`src/rtl/uart_cmd_decoder.sv`:
```
// ASCII command decoder: "A<hex>" sets the address, "W<hex>E" writes, "R" reads.
// Each command raises o_stb until the bus acknowledges it.
module uart_cmd_decoder #(
  parameter int ADDR_W   = 16,
  parameter int DATA_W   = 32,
  parameter int AUTO_INC = 1
) (
  input  logic              i_clk,
  input  logic              i_rst,
  input  logic [7:0]        i_data_in,
  input  logic              i_data_valid,
  input  logic              i_ack,
  output logic              o_stb,
  output logic              o_wr,
  output logic [ADDR_W-1:0] o_addr,
  output logic [DATA_W-1:0] o_data,
  output logic              o_err,
  output logic [1:0]        o_dbg_state
);

  localparam int SR_W  = (ADDR_W > DATA_W) ? ADDR_W : DATA_W;
  localparam int CNT_W = $clog2(SR_W / 4 + 1) + 1;
  localparam logic [CNT_W-1:0] ADDR_DIGITS = CNT_W'(ADDR_W / 4);
  localparam logic [CNT_W-1:0] DATA_DIGITS = CNT_W'(DATA_W / 4);

  typedef enum logic [1:0] {
    IDLE  = 2'd0,
    ADDR  = 2'd1,
    WDATA = 2'd2,
    PEND  = 2'd3
  } state_t;

  state_t              state_q, state_d;
  logic [SR_W-1:0]     sr_q, sr_d;
  logic [CNT_W-1:0]    cnt_q, cnt_d;
  logic [ADDR_W-1:0]   addr_q, addr_d;
  logic [DATA_W-1:0]   data_q, data_d;
  logic                wr_q, wr_d;
  logic                err_q, err_d;
  logic                prev_q, prev_d;

  logic       accept;
  logic [6:0] ch;
  logic       is_dec, is_alpha, is_hex;
  logic [3:0] nib;
  logic [SR_W-1:0] shifted;

  // Only the rising edge of the valid level delivers a byte.
  assign accept   = i_data_valid && !prev_q;
  assign ch       = i_data_in[6:0];
  assign is_dec   = (ch >= 7'h30) && (ch <= 7'h39);
  assign is_alpha = (ch >= 7'h61) && (ch <= 7'h66);
  assign is_hex   = is_dec || is_alpha;
  assign nib      = is_alpha ? (ch[3:0] + 4'd9) : ch[3:0];
  assign shifted  = (sr_q << 4) | SR_W'(nib);

  always_comb begin
    state_d = state_q;
    sr_d    = sr_q;
    cnt_d   = cnt_q;
    addr_d  = addr_q;
    data_d  = data_q;
    wr_d    = wr_q;
    err_d   = 1'b0;
    prev_d  = i_data_valid;

    case (state_q)
      IDLE: begin
        if (accept) begin
          if (ch == 7'h41 || ch == 7'h57) begin
            state_d = (ch == 7'h41) ? ADDR : WDATA;
            sr_d    = '0;
            cnt_d   = '0;
          end else if (ch == 7'h52) begin
            state_d = PEND;
            wr_d    = 1'b0;
          end
        end
      end

      ADDR: begin
        if (accept) begin
          if (is_hex) begin
            if (cnt_q == ADDR_DIGITS) begin
              err_d   = 1'b1;
              state_d = IDLE;
            end else begin
              sr_d  = shifted;
              cnt_d = cnt_q + CNT_W'(1);
            end
          end else if ((ch == 7'h45 || ch == 7'h57 || ch == 7'h52) && cnt_q != '0) begin
            addr_d = sr_q[ADDR_W-1:0];
            if (ch == 7'h45) begin
              state_d = IDLE;
            end else if (ch == 7'h57) begin
              state_d = WDATA;
              sr_d    = '0;
              cnt_d   = '0;
            end else begin
              state_d = PEND;
              wr_d    = 1'b0;
            end
          end else begin
            err_d   = 1'b1;
            state_d = IDLE;
          end
        end
      end

      WDATA: begin
        if (accept) begin
          if (is_hex) begin
            if (cnt_q == DATA_DIGITS) begin
              err_d   = 1'b1;
              state_d = IDLE;
            end else begin
              sr_d  = shifted;
              cnt_d = cnt_q + CNT_W'(1);
            end
          end else if (ch == 7'h45 && cnt_q != '0) begin
            data_d  = sr_q[DATA_W-1:0];
            wr_d    = 1'b1;
            state_d = PEND;
          end else begin
            err_d   = 1'b1;
            state_d = IDLE;
          end
        end
      end

      PEND: begin
        // A byte arriving here is dropped; the acknowledge is still honoured.
        if (accept) err_d = 1'b1;
        if (i_ack) begin
          state_d = IDLE;
          if (AUTO_INC != 0) addr_d = addr_q + ADDR_W'(1);
        end
      end

      default: state_d = IDLE;
    endcase
  end

  always_ff @(posedge i_clk or posedge i_rst) begin
    if (i_rst) begin
      state_q <= IDLE;
      sr_q    <= '0;
      cnt_q   <= '0;
      addr_q  <= '0;
      data_q  <= '0;
      wr_q    <= 1'b0;
      err_q   <= 1'b0;
      prev_q  <= 1'b0;
    end else begin
      state_q <= state_d;
      sr_q    <= sr_d;
      cnt_q   <= cnt_d;
      addr_q  <= addr_d;
      data_q  <= data_d;
      wr_q    <= wr_d;
      err_q   <= err_d;
      prev_q  <= prev_d;
    end
  end

  assign o_stb       = (state_q == PEND);
  assign o_wr        = wr_q;
  assign o_addr      = addr_q;
  assign o_data      = data_q;
  assign o_err       = err_q;
  assign o_dbg_state = state_q;

endmodule

```
`config.mk`:
```
export PLATFORM = sky130hd
export DESIGN_NAME = uart_cmd_decoder
export DESIGN_NICKNAME = d
export VERILOG_FILES = /design/src/rtl/uart_cmd_decoder.sv
export SDC_FILE = /design/constraint.sdc
export NUM_CORES = 1
export LEC_CHECK = 0
export BUFFER_PORTS_ARGS = -buffer_cell sky130_fd_sc_hd__buf_2
export CORE_MARGIN = 1
export CORE_UTILIZATION = 31
export DETAILED_ROUTE_END_ITERATION = 10
export GPL_ROUTABILITY_DRIVEN = 0
export PLACE_DENSITY = 0.47
export SLEW_MARGIN = 20
export SYNTH_ARGS = -nofsm -noshare
export SYNTH_HDL_FRONTEND = slang
export SYNTH_SLANG_ARGS = --single-unit
```
`constraint.sdc`:
```
create_clock -name i_clk -period 6.8 [get_ports i_clk]
set_clock_uncertainty 0.1 [all_clocks]
set_input_delay 0.34 -clock i_clk [delete_from_list [all_inputs] [get_ports i_clk]]
set_output_delay 0.34 -clock i_clk [all_outputs]
set_load 0.005 [all_outputs]
```
==> key figures, run 1 <==
Clocking
  – H-tree Lvls: 3
  – CTS clock-pin slew for the worst setup and hold paths: roughly 0.07 ns
  – CTS tree: built
  – Number of gates resized after CTS: 0
  – Longest Clk Path Bufs: 2
  – Clock sink count: 90
  – Number of post-CTS setup repair buffers: 0
  – Num CTS Buffers: 9
  – Clock Latency Late Sink: 0.34 ns
  – CTS Hold Buffers Added: 0
  – CTS root buf: clkbuf_16

Logic synthesis
  – Post-Syn Area: around 4600 um2
  – Register area share after synthesis: 0.487
  – Combinational family with the most area after synthesis: simple AND/OR/NAND/NOR gates
  – Post-Syn Nets: 476
  – Synth async-reset ratio: 1.00
  – Post-synth top area share: 0.487
  – Post-Synth Simple-Gate Area: 0.181
  – Yosys reg bits: 90
  – Post-synth top flop: dfrtp_1
  – Synth warn: 0
  – Xor/xnor share of the synthesized area: 0.00189
  – Mux contribution to synthesized area: 0.0957
  – Post-Syn Instances: 452
  – Post-synth EDFFs: 0
  – Unique masters post-synth: 57
  – Largest cells by area after synthesis: dfrtp_1 49%, mux2_2 7.5%, nand2_1 6.4%, ha_1 3.2%, o21ai_0 2.8%
  – Synth Area per Inst: slightly above 10 um2
  – Synth area leader: dfrtp_1
  – Synth Area in Compound Gates: 0.162
  – Post-Synth Adder-Cell Area: 0.0324

Route
  – WL/cell: 15.2 um
  – Total routed wirelength: about 11000 um
  – Vias/cell: about 5
  – Drt drc: 0
  – Iteration-0 DRC Markers: between 200 and 250
  – Final ANT Viol Nets: 0
  – First drt pass iteration count: 4
  – DR vias: ~3500

Worst setup path
  – Worst R2R Setup Slack: roughly 3.7 ns
  – Setup crit end kind: flop
  – Worst r2r path cells: 8
  – RR Endpoint: cnt_q[0]
  – CP max FO: between 60 and 70
  – Crit path launch type: flop
  – Critical Path AT: approximately 3.2 ns
  – R2r startpoint: cnt_q[0]
  – Crit Path Class: reg -> reg
  – Required time of the critical path: roughly 6.9 ns

Floorplan
  – Starting Density: 0.318
  – Die Y: 124 um
  – Die area: about 15000 um2
  – Row count: between 40 and 50
  – Core Region: approximately 15000 um2
  – IO Count: 65
  – Die width: between 100 and 150 um

Pwr
  – Peak VDD IR: between 0.00015 and 0.0002 V
  – Pleak: 2.42 nW
  – Pwr/cell area: ~350 nW/um2

Timing
  – Endpoints failing setup: 0
  – Slew at the pin closest to its max-slew limit: just over 0.7 ns
  – Hold Slack: -0.0213 ns
  – Max-slew headroom: 0.516
  – Final max-slew violation count: 0
  – Final Cycle Share: 0.457
  – Max Clock Freq: about 320 MHz
  – Fin. Hold Viols: 33
  – RSZ-0062 raised after global routing: false
  – Min Tclk post-route: around 3.1 ns
  – Setup_tns: 0 ns
  – Final WS setup: ~3.7 ns

Job
  – Maximum capacitance violations: 0

Status
  – Failing checks: negative hold slack
  – Status: finished, violations left

Final layout
  – Commonest non-fill, non-tap cells in the layout: 90 x dfrtp_1, 79 x nand2_1, 63 x buf_2
  – N_diodes: 0
  – Final Non-Filler Cells: a little under 700
  – Footprint of the multi-input gates: ~2200 um2
  – Final Core Density: 0.369
  – Fillers: roughly 1500
  – Sequential Area: between 2000 and 2500 um2
  – Share of cells above drive strength 1: 0.301
  – Syn-to-layout area delta: 16.0%
  – Commonest non-fill, non-tap cell in the layout: dfrtp_1
  – Layout net count: approximately 530

Global route
  – First-pass GRT wire length: 17200 um
  – Number of global-route vias before repair: 3242
  – GRT overflow: 0
  – Total track usage: 0.146
  – Largest net degree at the start of global routing: 68
  – Initial antenna violation count: 0

Place
  – Dpl hpwl: slightly above 7000 um
  – Cells after DPL: 680
  – I/O Buffers: 63
  – Pre-CTS setup slack: around 3.7 ns

Worst hold path
  – Worst min-delay path class: in -> async
-- stage by stage --
stage,power [mW],instance area (um2)
floorplan,1.23,4630
global placement,1.38,5070
detailed placement,1.39,5070
CTS,1.91,5370
global route,2.02,5370
finish,1.88,5370
-- final cells by class --
class | count | share of cell area
Sequential cell | 90 | 0.420
Multi-Input combinational cell | 328 | 0.409
Timing Repair Buffer | 68 | 0.0657
Tap cell | 184 | 0.0429
Clock buffer | 9 | 0.0420
Clock inverter | 7 | 0.0140
Inverter | 10 | 0.00723
-- report_power, final --
part	switching, mW	leakage, nW	internal [mW]
Sequential	0.0963	1.21	0.608
Combinational	0.435	1.07	0.238
Clock	0.217	0.144	0.287
-- critical path: stages, from the launching register on --
cell and delay [ns]:
dfrtp_1 0.40, inv_1 0.09, ha_1 0.19, nor4b_2 0.56
o21ai_1 0.24, o221ai_4 0.31, buf_4 0.63, nor2_1 0.17
mux2_2 0.30
-- flip-flops by register name, summed over array words and instances, names as in the netlist --
name / cells
cnt_q: 5
o_addr: 16
o_data: 32
o_dbg_state: 2
o_err: 1
o_wr: 1
prev_q: 1
sr_q: 32
-- cells in the mapped netlist, types with 3 or more instances --
master,instances
o21ai_1,10
mux2i_1,6
and3_1,3
mux2_2,31
nand3_1,13
inv_1,10
clkbuf_1,11
buf_4,5
nand2b_1,8
a21oi_1,21
buf_6,5
o21ai_0,26
mux2_1,3
a2bb2oi_1,3
ha_1,12
nor3_1,6
or3_1,3
o21ai_2,10
and2_1,3
nand2_2,10
o22ai_1,6
nand2_1,79
o31ai_1,3
nand4_1,9
dfrtp_1,90
a21oi_2,7
nor2_1,16
-- worst max-delay path by stage --
stage                     cells after the start  startpoint       end
final                                         8    cnt_q[0]  cnt_q[0]
after global placement                        8    cnt_q[0]  cnt_q[0]
after global routing                          8    cnt_q[0]  cnt_q[0]
after detailed placement                      8    cnt_q[0]  cnt_q[0]
after CTS                                     8    cnt_q[0]  cnt_q[0]
after floorplan                               1       i_rst  cnt_q[0]
-- per-layer routing --
metal | global-route usage | vias up | routed length [um] | part of all wire
li1 | - | 1725 | - | -
met1 | 0.205 | 1665 | 5190 | 0.49
met3 | 0.0266 | 8 | 294 | 0.028
met4 | 0.0446 | 0 | 106 | 0.010
met5 | 0 | - | 0 | 0
met2 | 0.229 | 56 | 4980 | 0.47
-- cell families after synthesis --
logic type / count (synthesis)
AOI/OAI and AO/OA: 108
xor gates and xnor gates: 1
adders and majority gates: 12
buffers and inverters: 34
DFF: 90
muxes: 40
and+or+nand+nor: 167
(Power assumes the default switching activity.)
==> run 2: changes to the inputs <==
Settings changed: PLACE_DENSITY 0.47 to 0.49.
Clock period 6.8 ns to 2.8 ns, I/O delays scaled along.
==> key figures, run 2 (synthesis gave the netlist of run 1 again) <==
Floorplan
  – Core Region: 14500 um2
  – Starting Density: 0.318
  – Die width: 124 um
  – IO Count: 65
  – Die area: around 15000 um2
  – Row count: 44
  – Die Y: 124 um

Clocking
  – Clock sink count: 90
  – Longest Clk Path Bufs: 2
  – CTS tree: built
  – H-tree Lvls: 3
  – Clock Latency Late Sink: 0.34 ns
  – CTS root buf: clkbuf_16
  – CTS clock-pin slew for the worst setup and hold paths: about 0.07 ns
  – Num CTS Buffers: 9

Global route
  – Number of global-route vias before repair: about 3400
  – Initial antenna violation count: 0
  – First-pass GRT wire length: around 18000 um
  – GRT overflow: 0
  – Total track usage: 0.148
  – Largest net degree at the start of global routing: 52

Final layout
  – Syn-to-layout area delta: 19.1%
  – Fillers: 1469
  – Commonest non-fill, non-tap cells in the layout: 90 x dfrtp_1, 79 x nand2_1, 63 x buf_2
  – N_diodes: 0
  – Finished Cell Area: about 5500 um2
  – Share of cells above drive strength 1: 0.309
  – Layout net count: 541
  – Commonest non-fill, non-tap cell in the layout: dfrtp_1

Timing
  – Fin. Hold Viols: 0
  – Setup_tns: 0 ns
  – Endpoints failing setup: 0
  – Slew at the pin closest to its max-slew limit: around 0.76 ns
  – Final max-slew violation count: 0
  – Min Tclk post-route: around 2.5 ns
  – Max Clock Freq: roughly 400 MHz
  – Max-slew headroom: 0.492
  – Final Cycle Share: 0.896
  – RSZ-0062 raised after global routing: false
  – Hold Slack: about 0.16 ns

Worst setup path
  – Critical Path AT: 2.63 ns
  – Crit Path Class: reg -> reg
  – CP max FO: 20
  – R2r startpoint: o_dbg_state[0]
  – Setup crit end kind: flop
  – CP cell instances: inv_1, ha_1, or3_1, a21oi_1, o21a_1, o221ai_4, buf_4, o21bai_1, a22o_1
  – Crit path launch type: flop
  – Worst r2r path cells: 9
  – Crit path max-delay family: compound AO/OA/AOI/OAI gates
  – WP buf/inv: 2
  – RR Endpoint: cnt_q[2]
  – Largest stage delay on the critical path: between 0.4 and 0.5 ns
  – Required time of the critical path: 2.92 ns
  – Worst R2R Setup Slack: about 0.29 ns
  – Crit-path slowest cell: dfrtp_1

Route
  – WL/cell: 15.2 um
  – Final ANT Viol Nets: 0
  – Total routed wirelength: 10700 um
  – First drt pass iteration count: 5
  – Vias/cell: between 5 and 6
  – DR vias: between 3000 and 4000
  – Drt drc: 0
  – Iteration-0 DRC Markers: between 150 and 200

Worst hold path
  – Hold Path End: sr_q[1]
  – Hold path startpoint: i_data_in[1]
  – WHS Path Cells: 3
  – Worst min-delay path class: in -> reg

Job
  – Maximum capacitance violations: 0

Pwr
  – Pwr/cell area: between 800 and 900 nW/um2
  – Pleak: 2.50 nW
  – Peak VDD IR: a little over 0.0003 V

Place
  – Area after DPL: a little over 5000 um2
  – Dpl hpwl: approximately 7600 um
  – I/O Buffers: 63

Status
  – Status: finished clean
-- run 2: layout make-up --
| type | count | area (um2) | share of cell area |
|---|---|---|---|
| Clock inverter | 5 | 110 | 0.0200 |
| Multi-Input combinational cell | 328 | 2190 | 0.398 |
| Inverter | 10 | 38.8 | 0.00704 |
| Tap cell | 184 | 230 | 0.0418 |
| Timing Repair Buffer | 78 | 445 | 0.0809 |
| Clock buffer | 10 | 239 | 0.0434 |
| Sequential cell | 90 | 2250 | 0.409 |
-- run 2: worst max-delay path by stage --
stage | slack [ns] | endpoint | startpoint | depth (start not counted)
5_1_grt | 0.02 | sr_q[21] | cnt_q[0] | 7
3_3_place_gp | 0.33 | sr_q[2] | o_dbg_state[0] | 8
4_1_cts | 0.26 | sr_q[0] | o_dbg_state[0] | 8
6_report | 0.29 | cnt_q[2] | o_dbg_state[0] | 9
3_5_place_dp | 0.28 | sr_q[0] | o_dbg_state[0] | 8
2_1_floorplan | 0.22 | cnt_q[0] | i_rst | 1
-- run 2: routing by layer --
metal  GRT usage  part of all wire
met1       0.206              0.49
met2       0.228              0.47
met3      0.0211             0.026
met4      0.0610             0.017
met5           0                 0
-- run 2: stage by stage --
| step | cells | worst slack (ns) | power (mW) | util |
|---|---|---|---|---|
| 2_1_floorplan | 452 | 0.225 | 2.99 | - |
| 3_3_place_gp | 688 | 0.330 | 3.40 | 0.354 |
| 4_1_cts | 705 | 0.257 | 4.88 | 0.379 |
| 6_report | 705 | 0.291 | 4.82 | 0.379 |
| 5_1_grt | 705 | 0.0223 | 5.16 | 0.379 |
| 3_5_place_dp | 688 | 0.284 | 3.45 | 0.354 |
-- run 2: worst reg2reg max path, cell delays in order, from the launching register on --
cell      delay [ns]
dfrtp_1         0.41
inv_1           0.10
ha_1            0.24
or3_1           0.39
a21oi_1         0.21
o21a_1          0.20
o221ai_4        0.12
buf_4           0.22
o21bai_1        0.18
a22o_1          0.23
-- run 2: what timing repair did --
action,CTS,global route
setup buffers,0,0
resized for setup,0,0
endpoints found under the hold margin,42,0
hold buffers,2,0
-- run 2: power by group --
part	total, mW	leakage (nW)	switching [mW]	internal, mW
clock	1.41	0.171	0.508	0.901
combinational	1.70	1.12	1.06	0.636
sequential	1.72	1.21	0.239	1.48
==> run 3: changes to the inputs <==
Settings changed: CORE_UTILIZATION 31 to 52, PLACE_DENSITY 0.49 to 0.75.
==> key figures, run 3 (synthesis gave the netlist of run 1 again) <==
Worst setup path
  – RR Endpoint: cnt_q[3]
  – CP cell instances: inv_1, ha_1, or3_1, a21oi_1, o21a_1, o221ai_4, or4_1, nand3_1
  – Crit Path Class: reg -> reg
  – Largest stage delay on the critical path: roughly 0.57 ns
  – CP max FO: 14
  – Required time of the critical path: between 2 and 3 ns
  – Worst R2R Setup Slack: 0.14 ns
  – Crit path launch type: flop
  – R2r startpoint: o_dbg_state[0]
  – Crit-path slowest cell: or4_1
  – Critical Path AT: ~2.8 ns
  – Setup crit end kind: flop
  – Worst r2r path cells: 8

Global route
  – M1 GR Usage: 0.315
  – Total track usage: 0.236
  – Global-route met3 utilization: 0.0490
  – Initial antenna violation count: 0
  – Largest net degree at the start of global routing: 69
  – GRT met2 Usage: 0.374
  – GRT overflow: 0
  – First-pass GRT wire length: about 17000 um
  – GRT Max-Usage Layer: met2
  – Number of global-route vias before repair: 3414

Timing
  – Endpoints failing setup: 0
  – Final Cycle Share: 0.949
  – Max-slew headroom: 0.561
  – RSZ-0062 raised after global routing: false
  – Min Tclk post-route: about 2.7 ns
  – Setup_tns: 0 ns
  – Hold Slack: 0.0867 ns
  – Final WS setup: between 0.1 and 0.15 ns
  – Max Clock Freq: 376 MHz
  – Slew at the pin closest to its max-slew limit: roughly 0.65 ns
  – Final max-slew violation count: 0
  – Fin. Hold Viols: 0

Clocking
  – Longest Clk Path Bufs: 2
  – CTS clock-pin slew for the worst setup and hold paths: 0.08 ns
  – Clock sink count: 90
  – Clock Latency Late Sink: about 0.36 ns
  – CTS tree: built
  – H-tree Lvls: 3
  – Number of post-CTS setup repair buffers: 0
  – CTS root buf: clkbuf_8
  – Num CTS Buffers: 9

Pwr
  – Seq pwr share: 0.398
  – Clock Power Share: 0.209
  – Pwr/cell area: between 800 and 900 nW/um2
  – Pwr Total: around 4.3 mW
  – P_sw: ~1.8 mW
  – Pleak: between 2 and 2.5 nW
  – Comb power frac: 0.394
  – Cell internal pwr: ~2.6 mW
  – Sw frac: 0.406
  – Peak VDD IR: between 0.0004 and 0.0005 V

Worst hold path
  – Hold Path End: sr_q[1]
  – WHS Path Cells: 3
  – Worst min-delay path class: in -> reg
  – Hold path startpoint: i_data_in[1]

Final layout
  – Layout net count: approximately 540
  – Syn-to-layout area delta: 13.7%
  – Commonest non-fill, non-tap cells in the layout: 90 x dfrtp_1, 79 x nand2_1, 63 x buf_2
  – Share of cells above drive strength 1: 0.307
  – Commonest non-fill, non-tap cell in the layout: dfrtp_1
  – Final Non-Filler Cells: 626
  – Finished Cell Area: ~5300 um2
  – Final Core Density: 0.606
  – N_diodes: 0

Job
  – Maximum capacitance violations: 0

Route
  – Total routed wirelength: around 10000 um
  – Vias/cell: 5.77
  – First drt pass iteration count: 5
  – Iteration-0 DRC Markers: 217
  – Drt drc: 0
  – Final ANT Viol Nets: 0
  – WL/cell: 16.0 um
  – DR vias: 3615

Place
  – Area after DPL: between 5000 and 6000 um2
  – Pre-CTS setup slack: about 0.16 ns
  – I/O Buffers: 63
  – Dpl hpwl: ~6900 um
  – Cells after DPL: between 600 and 700

Floorplan
  – Die area: 9280 um2
  – IO Count: between 60 and 70
  – Row count: 34
  – Starting Density: 0.533
  – Die width: 96.3 um
  – Die Y: just under 100 um
  – Core Region: slightly below 9000 um2

Status
  – Status: finished clean
-- run 3: changes by cell type in the layout (fill, tap and decap cells not counted), moves of 2 or more --
cell / delta
clkbuf_16: -9
bufinv_16: -2
clkinv_4: +2
buf_4: -4
clkbuf_8: +9
-- run 3: power groups by stage --
stage	clock, mW	combinational (mW)	sequential, mW
global route	0.977	1.91	1.75
global placement	0	1.64	1.73
floorplan	0	1.32	1.67
finish	0.902	1.70	1.72
CTS	0.924	1.70	1.72
detailed placement	0	1.69	1.74
-- run 3: timing repair --
item / 4_1_cts / 5_1_grt
hold buffers: 2 / 0
hold endpoints to repair: 23 / 0
endpoints found under the setup margin: 0 / 1
resized for setup: 0 / 1
-- run 3: worst max-delay path by stage --
stage                         from  endpoint  slack (ns)  cells after the start
floorplan                    i_rst  cnt_q[0]        0.22                      1
global placement    o_dbg_state[0]  cnt_q[3]        0.22                      8
detailed placement  o_dbg_state[0]  cnt_q[3]        0.16                      8
CTS                 o_dbg_state[0]  cnt_q[3]        0.09                      8
global route        o_dbg_state[0]  cnt_q[3]        0.02                      8
finish              o_dbg_state[0]  cnt_q[3]        0.14                      8
-- run 3: area by class of cell --
| class | instances | area (um2) |
|---|---|---|
| tap | 108 | 135 |
| timing repair buffer | 75 | 435 |
| sequential | 90 | 2250 |
| multi-input combinational | 328 | 2200 |
| inverter | 10 | 38.8 |
| clock inverter | 5 | 63.8 |
| clock buffer | 10 | 138 |
| fill | 720 | 3420 |
-- run 3: worst max-delay path: cells and delay by family (launching register included) --
kind	cells	cell delay, ns
compound gates	3	0.66
fa+ha+maj	1	0.24
buf+inv	1	0.10
flops	1	0.42
simple gates	3	1.06
-- run 3: routing by layer --
| layer | vias up | share of wire |
|---|---|---|
| met5 | - | 0 |
| met4 | 0 | 0.017 |
| met3 | 13 | 0.064 |
| met2 | 115 | 0.47 |
| met1 | 1769 | 0.45 |
| li1 | 1718 | - |
